--- src/rtl/wb_dbg_pkg.sv ---
// Shared constants for the UART-driven Wishbone debug master:
// command opcodes, response status codes and the command FSM states.
package wb_dbg_pkg;

    localparam logic [7:0] OP_WRITE   = 8'h01;
    localparam logic [7:0] OP_READ    = 8'h02;

    localparam logic [7:0] STATUS_ACK = 8'hA5;
    localparam logic [7:0] STATUS_ERR = 8'hEE;

    typedef enum logic [2:0] {
        ST_IDLE = 3'd0,
        ST_ADDR = 3'd1,
        ST_DATA = 3'd2,
        ST_BUS  = 3'd3,
        ST_RESP = 3'd4
    } state_t;

endpackage

--- src/rtl/wb_dbg_master.sv ---
// Byte-stream debug bridge: parses read/write commands from a UART receiver,
// runs one Wishbone classic cycle and streams the status/read data back.
module wb_dbg_master
    import wb_dbg_pkg::*;
#(
    parameter int unsigned bus_timeout = 1023,
    parameter int unsigned rx_timeout  = 500000
) (
    input  logic        clk,
    input  logic        reset,
    input  logic [7:0]  rx_dat,
    input  logic        rx_stb,
    output logic [7:0]  tx_dat,
    output logic        tx_stb,
    input  logic        tx_busy,
    output logic [31:0] wb_adr_o,
    output logic [31:0] wb_dat_o,
    input  logic [31:0] wb_dat_i,
    output logic [3:0]  wb_sel_o,
    output logic        wb_we_o,
    output logic        wb_cyc_o,
    output logic        wb_stb_o,
    input  logic        wb_ack_i,
    input  logic        wb_err_i,
    input  logic        wb_rty_i
);

    localparam int BT_W = $clog2(bus_timeout + 1);
    localparam int RT_W = $clog2(rx_timeout + 1);

    state_t          state_reg, state_next;
    logic [2:0]      cnt_reg, cnt_next;
    logic            is_wr_reg, is_wr_next;
    logic [31:0]     adr_reg, adr_next;
    logic [31:0]     wdat_reg, wdat_next;
    logic [31:0]     rdat_reg, rdat_next;
    logic [7:0]      status_reg, status_next;
    logic [BT_W-1:0] bus_tmr_reg, bus_tmr_next;
    logic [RT_W-1:0] rx_tmr_reg, rx_tmr_next;
    logic            cyc_reg, cyc_next;
    logic            we_reg, we_next;
    logic            tx_stb_reg, tx_stb_next;
    logic [7:0]      tx_dat_reg, tx_dat_next;

    logic            bus_timed_out;
    logic            bus_term;
    logic            rx_idle_expired;
    logic            last_resp;
    logic [7:0]      resp_byte;

    assign bus_timed_out   = (bus_tmr_reg == BT_W'(bus_timeout - 1));
    assign bus_term        = wb_ack_i | wb_err_i | wb_rty_i | bus_timed_out;
    assign rx_idle_expired = (rx_tmr_reg == RT_W'(rx_timeout - 1));
    assign last_resp       = is_wr_reg ? (cnt_reg == 3'd0) : (cnt_reg == 3'd4);

    // Byte 0 of every response is the status, then read data MSB first.
    always_comb begin
        resp_byte = status_reg;
        case (cnt_reg)
            3'd1:    resp_byte = rdat_reg[31:24];
            3'd2:    resp_byte = rdat_reg[23:16];
            3'd3:    resp_byte = rdat_reg[15:8];
            3'd4:    resp_byte = rdat_reg[7:0];
            default: resp_byte = status_reg;
        endcase
    end

    always_comb begin
        state_next   = state_reg;
        cnt_next     = cnt_reg;
        is_wr_next   = is_wr_reg;
        adr_next     = adr_reg;
        wdat_next    = wdat_reg;
        rdat_next    = rdat_reg;
        status_next  = status_reg;
        bus_tmr_next = bus_tmr_reg;
        rx_tmr_next  = rx_tmr_reg;
        cyc_next     = cyc_reg;
        we_next      = we_reg;
        tx_stb_next  = 1'b0;
        tx_dat_next  = tx_dat_reg;

        case (state_reg)
            ST_IDLE: begin
                if (rx_stb && (rx_dat == OP_WRITE || rx_dat == OP_READ)) begin
                    is_wr_next  = (rx_dat == OP_WRITE);
                    cnt_next    = 3'd0;
                    rx_tmr_next = '0;
                    state_next  = ST_ADDR;
                end
            end

            ST_ADDR: begin
                if (rx_stb) begin
                    adr_next    = {adr_reg[23:0], rx_dat};
                    rx_tmr_next = '0;
                    if (cnt_reg == 3'd3) begin
                        cnt_next = 3'd0;
                        if (is_wr_reg) begin
                            state_next = ST_DATA;
                        end else begin
                            state_next   = ST_BUS;
                            cyc_next     = 1'b1;
                            we_next      = 1'b0;
                            bus_tmr_next = '0;
                        end
                    end else begin
                        cnt_next = cnt_reg + 3'd1;
                    end
                end else if (rx_idle_expired) begin
                    state_next = ST_IDLE;
                end else begin
                    rx_tmr_next = rx_tmr_reg + 1'b1;
                end
            end

            ST_DATA: begin
                if (rx_stb) begin
                    wdat_next   = {wdat_reg[23:0], rx_dat};
                    rx_tmr_next = '0;
                    if (cnt_reg == 3'd3) begin
                        cnt_next     = 3'd0;
                        state_next   = ST_BUS;
                        cyc_next     = 1'b1;
                        we_next      = 1'b1;
                        bus_tmr_next = '0;
                    end else begin
                        cnt_next = cnt_reg + 3'd1;
                    end
                end else if (rx_idle_expired) begin
                    state_next = ST_IDLE;
                end else begin
                    rx_tmr_next = rx_tmr_reg + 1'b1;
                end
            end

            ST_BUS: begin
                if (bus_term) begin
                    cyc_next    = 1'b0;
                    we_next     = 1'b0;
                    cnt_next    = 3'd0;
                    state_next  = ST_RESP;
                    // A simultaneous ack wins over err/rty/timeout.
                    status_next = wb_ack_i ? STATUS_ACK : STATUS_ERR;
                    rdat_next   = wb_ack_i ? wb_dat_i : 32'h0;
                end else begin
                    bus_tmr_next = bus_tmr_reg + 1'b1;
                end
            end

            ST_RESP: begin
                // The strobe register itself enforces a gap cycle between bytes.
                if (!tx_busy && !tx_stb_reg) begin
                    tx_stb_next = 1'b1;
                    tx_dat_next = resp_byte;
                    if (last_resp) begin
                        state_next = ST_IDLE;
                    end else begin
                        cnt_next = cnt_reg + 3'd1;
                    end
                end
            end

            default: state_next = ST_IDLE;
        endcase
    end

    always_ff @(posedge clk) begin
        if (reset) begin
            state_reg   <= ST_IDLE;
            cnt_reg     <= 3'd0;
            is_wr_reg   <= 1'b0;
            adr_reg     <= 32'h0;
            wdat_reg    <= 32'h0;
            rdat_reg    <= 32'h0;
            status_reg  <= 8'h0;
            bus_tmr_reg <= '0;
            rx_tmr_reg  <= '0;
            cyc_reg     <= 1'b0;
            we_reg      <= 1'b0;
            tx_stb_reg  <= 1'b0;
            tx_dat_reg  <= 8'h0;
        end else begin
            state_reg   <= state_next;
            cnt_reg     <= cnt_next;
            is_wr_reg   <= is_wr_next;
            adr_reg     <= adr_next;
            wdat_reg    <= wdat_next;
            rdat_reg    <= rdat_next;
            status_reg  <= status_next;
            bus_tmr_reg <= bus_tmr_next;
            rx_tmr_reg  <= rx_tmr_next;
            cyc_reg     <= cyc_next;
            we_reg      <= we_next;
            tx_stb_reg  <= tx_stb_next;
            tx_dat_reg  <= tx_dat_next;
        end
    end

    assign wb_adr_o = adr_reg & 32'hFFFF_FFFC;
    assign wb_dat_o = wdat_reg;
    assign wb_sel_o = 4'hF;
    assign wb_we_o  = we_reg;
    assign wb_cyc_o = cyc_reg;
    assign wb_stb_o = cyc_reg;
    assign tx_stb   = tx_stb_reg;
    assign tx_dat   = tx_dat_reg;

endmodule

--- config.mk ---
export PLATFORM = sky130hd
export DESIGN_NAME = wb_dbg_master
export DESIGN_NICKNAME = d
export VERILOG_FILES = /design/src/rtl/wb_dbg_pkg.sv /design/src/rtl/wb_dbg_master.sv
export SDC_FILE = /design/constraint.sdc
export NUM_CORES = 1
export LEC_CHECK = 0
export ABC_AREA = 1
export CAP_MARGIN = 20
export CORE_ASPECT_RATIO = 0.5
export CORE_MARGIN = 1
export CORE_UTILIZATION = 30
export CTS_CLUSTER_DIAMETER = 100
export DETAILED_ROUTE_END_ITERATION = 16
export GPL_TIMING_DRIVEN = 0
export HOLD_SLACK_MARGIN = 0.15
export PLACE_DENSITY_LB_ADDON = 0.3
export SLEW_MARGIN = 10
export SYNTH_ARGS = -nofsm -noshare
export SYNTH_HDL_FRONTEND = slang
export SYNTH_SLANG_ARGS = --single-unit
--- constraint.sdc ---
create_clock -name clk -period 3.02 [get_ports clk]
set_input_delay 0.302 -clock clk [delete_from_list [all_inputs] [get_ports clk]]
set_output_delay 0.302 -clock clk [all_outputs]
set_load 0.005 [all_outputs]
==> impl_metrics.yaml <==
place:
  detailed_place_hpwl_um: 14100
  placed_area_um2: 8360
  routabilityCongestion: 0.873
  io_buffers: 120
cells_and_area:
  insertedDiodeCount: 0
  fin_nets: 1150
  syn2layout_area_growth_pct: 31.9
  stdcell_area_um2: 8930
  layout-drive-gt1-share: 0.105
  post-route-util: 0.408
  fillCellCount: 2248
timing:
  whs_ns: 0.430
  layout_min_cycle_time_ns: 2.08
  clock_skew_ns: 0.0105
  slew-limit-headroom: 0.574
  final-hold-violation-count: 0
  tightest_slew_ns: 0.639
  setup_violations: 0
  setup_tns_ns: 0
  fin_crit_sh: 0.689
  max_freq_mhz: 480
  maxSlewViolCount: 0
  rsz0062_at_grt: "no"
clock_tree:
  cts_tree: "done"
  cts.htree.levels: 4
  cts.sinks: 146
  clockBufferDepth: 2
  cts_inserted_buffers: 17
  path_clk_slew_ns: 0.06
  cts_setup_buffers: 0
  clk_latency_ns: 0.42
  hold_buffers: 0
  cts.root.buffer_cell: "clkbuf_16"
  cts-resized-gates: 0
logic_synthesis:
  synth_top_family_by_area: "simple AND/OR/NAND/NOR gates"
  yosys_warnings: 0
  synth_top_area_frac: 0.432
  synth-xor-area-share: 0.00647
  synth-seq-cells: 146
  synth_compound_area_frac: 0.145
  netlist.top_cell.by_area: "dfxtp_1"
  ys_seq_area_frac: 0.432
  avgSynthCellArea_um2: 7.12
  synth-simple-area-share: 0.291
  synthArstFlopShare: 0
  synth.area.mux_share: 0
  synth_area_um2: 6770
  synthDistinctLibCells: 42
  syn_inst: 951
  synth_edf_count: 0
  yosys_most_used_dff: "dfxtp_1"
  synth_adder_area_share: 0.0166
  ys_top_cells_by_area: "dfxtp_1 (43%), nand2_1 (12%), nor2_1 (8.7%)"
pwr:
  p_int_mw: 3.63
  combPwrFrac: 0.190
  pwr_density_cell_nw_per_um2: 574
  switching_share: 0.290
  power_switching_mw: 1.49
  finalPower_mw: 5.12
  p_seq_frac: 0.413
  vdd_drop_max_mv: 0.376
  p_clk_frac: 0.397
  leakagePower_nw: 3.54
drt:
  drc_errors: 0
  wl_met3_um: 944
  post_drt_via_cell_ratio: 4.65
  m1WireLength_um: 9280
  wire_per_inst_um: 13.3
  drt_iter0_markers: 389
  via_count: 6542
  wl_met2_um: 8190
  dr.pass1.iters: 6
  postRouteAntennaNets: 0
  maxUsedRoutingLayer: "met4"
  routed_wl_um: 18700
setup_path:
  setup.worst_path.end_class: "flip-flop"
  worst_path_max_delay_cell: "nor2_1"
  cp-start-kind: "flip-flop"
  cp_data_arrival_time_ns: 2.45
  crit_path_max_incr_delay_ns: 0.38
  worstSetupPathType: "reg2reg"
  path_buf_inv: 3
  crit_fanout: 8
  cp_num_cells: 10
  cp.required_ns: 3.39
  crit_chain: "inv_1 -> ha_1 -> nand2_1 -> inv_1 -> nor3_1 -> nor2_1 -> inv_1 -> o21ai_0 -> nand2_1 -> nand2_1"
  r2r_cells: 10
  critical_path.top_delay_family: "simple AND/OR/NAND/NOR gates"
floorplan:
  die_area_um2: 23200
  rows: 38
  dieHeight_um: 108
  core_um2: 21900
  initial_core_util: 0.309
  dieWidth_um: 214
  num_io_pins: 127
worst_hold_path:
  hp-class: "in2reg"
  min_path_cells: 3
run:
  drv_cap: 0
run_status:
  status: "completed"
grt:
  grt_pass1_vias: 6034
  grt_pass1_wl_um: 30400
  grt_max_degree: 17
  gr-total-overflow: 0
  antenna_found_initial: 0
  track_usage: 0.164
## worst reg2reg max path: cells and delay by family, from the launching register on
family | cells | cell delay, ns
buffers and inverters | 3 | 0.49
flip-flops | 1 | 0.33
AND/OR/NAND/NOR | 5 | 0.78
AO/OA/AOI/OAI | 1 | 0.18
adder cells (fa/ha/maj) | 1 | 0.24
## final timing paths
kind	startpoint	endpoint	slack, ns
worst max-delay path	cnt_reg[0]	tx_dat[2]	0.94
worst min-delay path	wb_dat_i[6]	rdat_reg[6]	0.43
worst max register to register	cnt_reg[0]	tx_dat[2]	0.94
worst min register to register	status_reg[5]	status_reg[5]	0.45
## layer usage
metal / global-route usage / vias to the layer above
li1: - / 3341
met1: 0.224 / 3029
met2: 0.261 / 148
met3: 0.0343 / 24
met4: 0.0495 / 0
met5: 0 / -
## kinds of logic (layout without fill, tap and decap cells)
logic type / Yosys count / in the layout
simple gates: 458 / 458
compound gates: 185 / 185
flops: 146 / 146
buf+inv: 146 / 298
fa+ha+maj: 9 / 9
xor+xnor: 5 / 5
other cells: 2 / 6
## layout by cell type (no fill, tap or decap), drive strengths merged
master / count
a22oi: 6
nand2: 221
bufinv: 1
o21bai: 3
nor3: 13
dfxtp: 146
or2: 3
nor2: 164
nand4: 19
and2: 1
clkbuf: 37
clkinvlp: 4
xor2: 5
a31oi: 1
a221oi: 1
buf: 57
inv: 75
clkinv: 4
conb: 6
o21ai: 88
ha: 9
a21oi: 84
nand3: 34
nand3b: 2
clkdlybuf4s50: 120
a21boi: 1
a211oi: 1
nor3b: 1
## through the flow
| stage | setup WS [ns] | instances |
|---|---|---|
| final | 0.938 | 1407 |
| after global routing | 0.702 | 1407 |
| after CTS | 0.940 | 1407 |
| after detailed placement | 0.495 | 1375 |
| after global placement | 0.499 | 1375 |
| after floorplan | 1.25 | 955 |
## cell usage after synthesis (3+ instances only)
cell	n
a22oi_1	6
dfxtp_1	146
nand2_1	215
inv_2	8
o21ai_0	82
nor2_1	157
ha_1	9
xor2_1	5
nand3_1	31
clkbuf_1	18
o21bai_1	3
nor2_2	5
buf_1	3
o21ai_1	6
nor3_1	12
nand4_1	19
a21oi_1	81
buf_2	14
buf_4	38
inv_1	62
## area by class of cell
class / count / area [um2] / area share
Sequential cell: 146 / 2920 / 0.327
Timing Repair Buffer: 120 / 1200 / 0.135
Clock buffer: 19 / 443 / 0.0496
Clock inverter: 13 / 126 / 0.0142
Inverter: 71 / 269 / 0.0301
Multi-Input combinational cell: 663 / 3130 / 0.351
Tap cell: 300 / 375 / 0.0420
Buffer: 75 / 457 / 0.0511
## power groups by stage
stage	sequential, mW	clock (mW)	combinational (mW)
3_5_place_dp	2.16	0	0.981
6_report	2.11	2.03	0.976
5_1_grt	2.13	2.16	1.08
4_1_cts	2.11	2.07	0.984
2_1_floorplan	2.13	0	0.604
3_3_place_gp	2.15	0	0.968
(Power assumes the default switching activity.)
